**src/rtl/contador_modulo_n_pkg.sv**
```systemverilog
// Shared encodings for the alarm-system timers: end-of-count mode and count direction.
// Other timers import these so that every control FSM drives them the same way.
package contador_modulo_n_pkg;

    localparam logic MODE_WRAP    = 1'b0;
    localparam logic MODE_ONESHOT = 1'b1;

    localparam logic DIR_UP   = 1'b1;
    localparam logic DIR_DOWN = 1'b0;

endpackage : contador_modulo_n_pkg

```
**src/rtl/prescaler_enable.sv**
```systemverilog
// Clock-enable divider: emits a one-cycle tick on every PRESCALE-th enabled cycle.
// Also used to derive LED blink rates.
module prescaler_enable #(
    parameter int PRESCALE = 1
) (
    input  logic clk,
    input  logic clear,
    input  logic en,
    input  logic restart,
    output logic tick
);

    localparam int             PW     = (PRESCALE > 1) ? $clog2(PRESCALE) : 1;
    localparam logic [PW-1:0]  P_LAST = PW'(PRESCALE - 1);

    logic [PW-1:0] p;

    // With PRESCALE = 1, P_LAST is 0 and p never leaves 0, so tick degenerates to en.
    assign tick = en && (p == P_LAST);

    // NOTE: non-blocking assignments so every flop samples pre-edge values, regardless of block order.
    always_ff @(posedge clk or posedge clear) begin
        if (clear) begin
            p <= '0;
        end else if (restart) begin
            p <= '0;
        end else if (tick) begin
            p <= '0;
        end else if (en) begin
            p <= p + PW'(1);
        end
    end

endmodule : prescaler_enable

```
**src/rtl/contador_modulo_n.sv**
```systemverilog
// Parametrised modulo-N up/down counter with prescaler, sync load/clear, wrap or one-shot
// end-of-count, and a terminal-count pulse for cascading.
module contador_modulo_n
    import contador_modulo_n_pkg::*;
#(
    parameter int MODULO   = 5,
    parameter int WIDTH    = (MODULO > 2) ? $clog2(MODULO) : 1,
    parameter int PRESCALE = 1
) (
    input  logic             clk,
    input  logic             clear,
    input  logic             en,
    input  logic             sclr,
    input  logic             load,
    input  logic [WIDTH-1:0] load_val,
    input  logic             up_down,
    input  logic             mode,
    output logic [WIDTH-1:0] s,
    output logic             tc,
    output logic             done
);

    localparam logic [WIDTH-1:0] MAX_VAL = WIDTH'(MODULO - 1);

    logic             tick;
    logic             restart;
    logic [WIDTH-1:0] next_s;
    logic [WIDTH-1:0] terminal;
    logic [WIDTH-1:0] load_clamped;

    // Any synchronous clear or load realigns the prescaler phase.
    assign restart = sclr | load;

    prescaler_enable #(
        .PRESCALE (PRESCALE)
    ) u_prescaler (
        .clk     (clk),
        .clear   (clear),
        .en      (en),
        .restart (restart),
        .tick    (tick)
    );

    assign load_clamped = (load_val <= MAX_VAL) ? load_val : MAX_VAL;

    // NOTE: every output of a combinational block gets a default first, so no latch is inferred.
    always_comb begin
        next_s   = s;
        terminal = '0;
        if (up_down == DIR_UP) begin
            terminal = MAX_VAL;
            next_s   = (s == MAX_VAL) ? '0 : s + WIDTH'(1);
        end else begin
            terminal = '0;
            next_s   = (s == '0) ? MAX_VAL : s - WIDTH'(1);
        end
    end

    always_ff @(posedge clk or posedge clear) begin
        if (clear) begin
            s    <= '0;
            tc   <= 1'b0;
            done <= 1'b0;
        end else begin
            tc <= 1'b0;
            if (sclr) begin
                s    <= '0;
                done <= 1'b0;
            end else if (load) begin
                s    <= load_clamped;
                done <= 1'b0;
            end else if (tick && !done) begin
                s <= next_s;
                if (mode == MODE_WRAP) begin
                    tc <= (s == terminal);
                end else if (next_s == terminal) begin
                    tc   <= 1'b1;
                    done <= 1'b1;
                end
            end
        end
    end

endmodule : contador_modulo_n
```
**config.mk**
```make
export PLATFORM = sky130hd
export DESIGN_NAME = contador_modulo_n
export DESIGN_NICKNAME = d
export VERILOG_FILES = /design/src/rtl/contador_modulo_n_pkg.sv /design/src/rtl/prescaler_enable.sv /design/src/rtl/contador_modulo_n.sv
export SDC_FILE = /design/constraint.sdc
export NUM_CORES = 1
export LEC_CHECK = 0
export CELL_PAD_IN_SITES_DETAIL_PLACEMENT = 1
export CELL_PAD_IN_SITES_GLOBAL_PLACEMENT = 1
export CORE_MARGIN = 2
export CORE_UTILIZATION = 37
export CTS_CLUSTER_DIAMETER = 60
export CTS_CLUSTER_SIZE = 14
export DETAILED_ROUTE_END_ITERATION = 7
export PLACE_DENSITY = 0.79
export SETUP_SLACK_MARGIN = 0.02
export SLEW_MARGIN = 20
export SYNTH_ARGS = -nofsm -noshare
export SYNTH_HDL_FRONTEND = slang
export SYNTH_HIERARCHICAL = 1
export SYNTH_SLANG_ARGS = --single-unit
```
**constraint.sdc**
```tcl
create_clock -name clk -period 3.85 [get_ports clk]
set_input_delay 0.385 -clock clk [delete_from_list [all_inputs] [get_ports clk]]
set_output_delay 0.385 -clock clk [all_outputs]
set_load 0.02 [all_outputs]
```
==> results.txt <==
----------------------------------------------------
[Run status]
  Run status ... complete, no violations

[Timing]
  Final Hold Fails ... 0
  Part of the cycle the worst path needs ... 0.4849
  Period minus WS final ... 1867 ps
  Max Transition Viols Final ... 0
  Aggregate negative setup slack ... 0 ps
  Max-slew headroom ... 0.6915
  Worst Clk Skew ... 3.373 ps
  Achievable Freq ... 535.7 MHz
  Transition time at the pin with the least slew margin ... 461.3 ps
  Total of endpoints with negative setup slack in the final report ... 0
  Hold slack ... 303.7 ps
  Setup repair after global routing missed its margin ... false

[Worst setup path]
  Slowest Stage Delay on Critical Path ... 680 ps
  Worst path required time ... 3460 ps
  Cell family contributing the most delay on the critical path ... buffers and inverters
  Critical-path maximum fanout ... 9
  Setup crit end kind ... primary output
  CP max stage cell ... clkdlybuf4s50_1
  Critical-path cell list ... clkdlybuf4s50_1
  Data arrival at the endpoint of the critical path ... 1480 ps
  Worst setup path category ... reg2out
  Startpoint type of the worst setup path ... register
  Buffering stage count on the worst path with inverters included ... 1

[Worst hold path]
  Worst hold path class ... in2async

[Clock tree]
  CTS root buf ... clkbuf_4
  Clock tree sinks ... 6
  Clock latency on the worst-skew pair ... 250 ps
  Number of clock buffers inserted by TritonCTS ... 3
  Resize count post-CTS ... 0
  Clock tree from TritonCTS ... done
  Cts hold-fix bufs ... 0
  Clk buf depth ... 2
  Post-CTS setup buffer count ... 0
  CTS clk-pin slew, worst paths ... 50 ps
  H-tree levels ... 1

[Cells and area]
  Antenna diode count ... 0
  Nets@finish ... 89
  Post-Route Utilization ... 0.4864
  Finished layout cell area ... 715.7 um^2
  Area delta synth->final ... 26.83%
  Leading cell type in the layout, fill and taps excluded ... clkdlybuf4s50_1
  Count of filler cells inserted in the layout ... 186
  Layout cell share with drive strength beyond 1 ... 0.1892
  Commonest non-fill, non-tap cells in the layout ... clkdlybuf4s50_1 (14), inv_1 (7), dfrtp_1 (6)

[Yosys]
  Net count after synthesis ... 74
  Synthesis-stage register bit count ... 6
  Post-synth EDFFs ... 0
  Per-instance average area after synthesis ... 9.251 um^2
  Cells after synthesis ... 61
  Portion of synthesized cell area occupied by the leading cell type ... 0.2661
  Top cell type by total area after synthesis ... dfrtp_1
  Leading cell types by total area after synthesis ... dfrtp_1 (27%), ha_1 (6.7%), a2111oi_4 (4.9%)
  Async set-or-reset flop fraction in the synthesized netlist ... 1.000
  Sequential element share of the synthesized area ... 0.2661
  Area of the mapped netlist ... 564.3 um^2
  Dominant register cell in the synthesized netlist ... dfrtp_1
  Count of synthesis-stage warnings from yosys ... 6
  Synth cell types ... 27

[Flow run]
  Max-cap violations ... 0

[Drt]
  Length of the first detailed-routing pass in iterations ... 4
  Post-route antenna net violation count ... 0
  Drc violations ... 0
  Number of vias per cell after detailed routing ... 5.333
  WL per Instance ... 14.12 um
  Total Wirelength ... 1.271 mm
  Via count ... 480
  DRT iter0 DRCs ... 8

[Floorplanning]
  Initial standard-cell utilization of the core ... 0.3835
  I/O pin count ... 15
  Area enclosed by the die boundary ... 1853 um^2
  DIE HEIGHT ... 43.05 um
  Die width ... 43.05 um
  Core ar. ... 1471 um^2
  Placement row count ... 14

[Place]
  Area post-placement ... 693.2 um^2
  HPWL after detailed placement ... 1.051 mm
  IO buf count ... 14
  Final GP Congestion ... 0.7193

[Global route]
  Largest net degree at the start of global routing ... 12
  Remaining global-route overflow ... 0
  Number of global-route vias before repair ... 491
  Number of antenna violations at the first check in global routing ... 0
  Wire length of the first global-routing pass ... 2.125 mm
  Total routing resource utilization after global routing ... 0.1591

[Power]
  Power per standard cell area ... 269.5 nW/um^2
  Net switching power ... 61.99 uW
  Cell-internal power ... 130.9 uW
  Sw Share ... 0.3214
  Sequential Power Share ... 0.366
  Peak supply drop ... 155.7 uV
  Total chip power ... 192.8 uW
  Share of total power in the clock network ... 0.303
  Fraction of power consumed by combinational cells ... 0.331
  Leak pwr ... 0.2916 nW

----------------------------------------------------
-- power groups by stage --
stage / Clock [mW] / Sequential [mW] / Combinational, mW
floorplan: 0 / 0.0723 / 0.0422
global placement: 0 / 0.0713 / 0.0635
detailed placement: 0 / 0.0714 / 0.0645
CTS: 0.0620 / 0.0705 / 0.0647
global route: 0.0657 / 0.0710 / 0.0697
finish: 0.0584 / 0.0707 / 0.0638
-- layer usage --
metal | global-route usage | up-vias | share of wire
met5 | 0 | - | 0
met4 | 0.07273 | 0 | 0.014
met2 | 0.2303 | 11 | 0.45
met3 | 0.05106 | 4 | 0.036
met1 | 0.2135 | 226 | 0.49
li1 | - | 239 | -
-- cells in the mapped netlist, types with 2 or more instances --
cell / count
nor3_2: 2
nor3b_2: 2
nor3_1: 2
o21ai_0: 3
dfrtp_1: 6
a21o_1: 2
nand2b_1: 4
nor2b_1: 2
ha_1: 3
buf_4: 2
o31ai_2: 2
inv_1: 7
nor2_1: 4
a21oi_1: 4
nand2_1: 4
-- cell families after synthesis --
logic type      count (synthesis)  share of synthesized area
simple gates                   23                     0.2705
compound gates                 17                     0.2794
buf+inv                        11                     0.1020
flops                           6                     0.2661
fa+ha+maj                       3                    0.06653
xor+xnor                        1                    0.01552
-- area by class of cell --
cell class              instances  area [um^2]  share of cell area
repair buffers                 14        140.1              0.1958
clock buffers                   3        22.52             0.03147
inverters                       7        26.28             0.03671
multi-input cells              44        356.6              0.4983
well taps                      16        20.02             0.02797
flip-flops and latches          6        150.1              0.2098
-- through the flow --
step,cells,worst slack (ps)
detailed placement,87,1823
global route,90,1933
CTS,90,1979
global placement,87,1858
finish,90,1983
floorplan,61,2211
-- worst paths after layout --
kind	start	depth (start not counted)	slack, ps	to
worst min register to register	done	2	520	done
worst max register to register	s[0]	6	2170	s[2]
worst max-delay path	s[2]	1	1980	s[2]
max in group asynchronous	clear	2	3280	s[0]
worst min-delay path	clear	2	300	u_prescaler/p
min in group clk	done	2	520	done
-- registers in the layout (all words and copies together), names as in the netlist --
name           count
tc                 1
u_prescaler/p      1
done               1
s                  3
No activity file was read; power rests on OpenSTA's default activity.
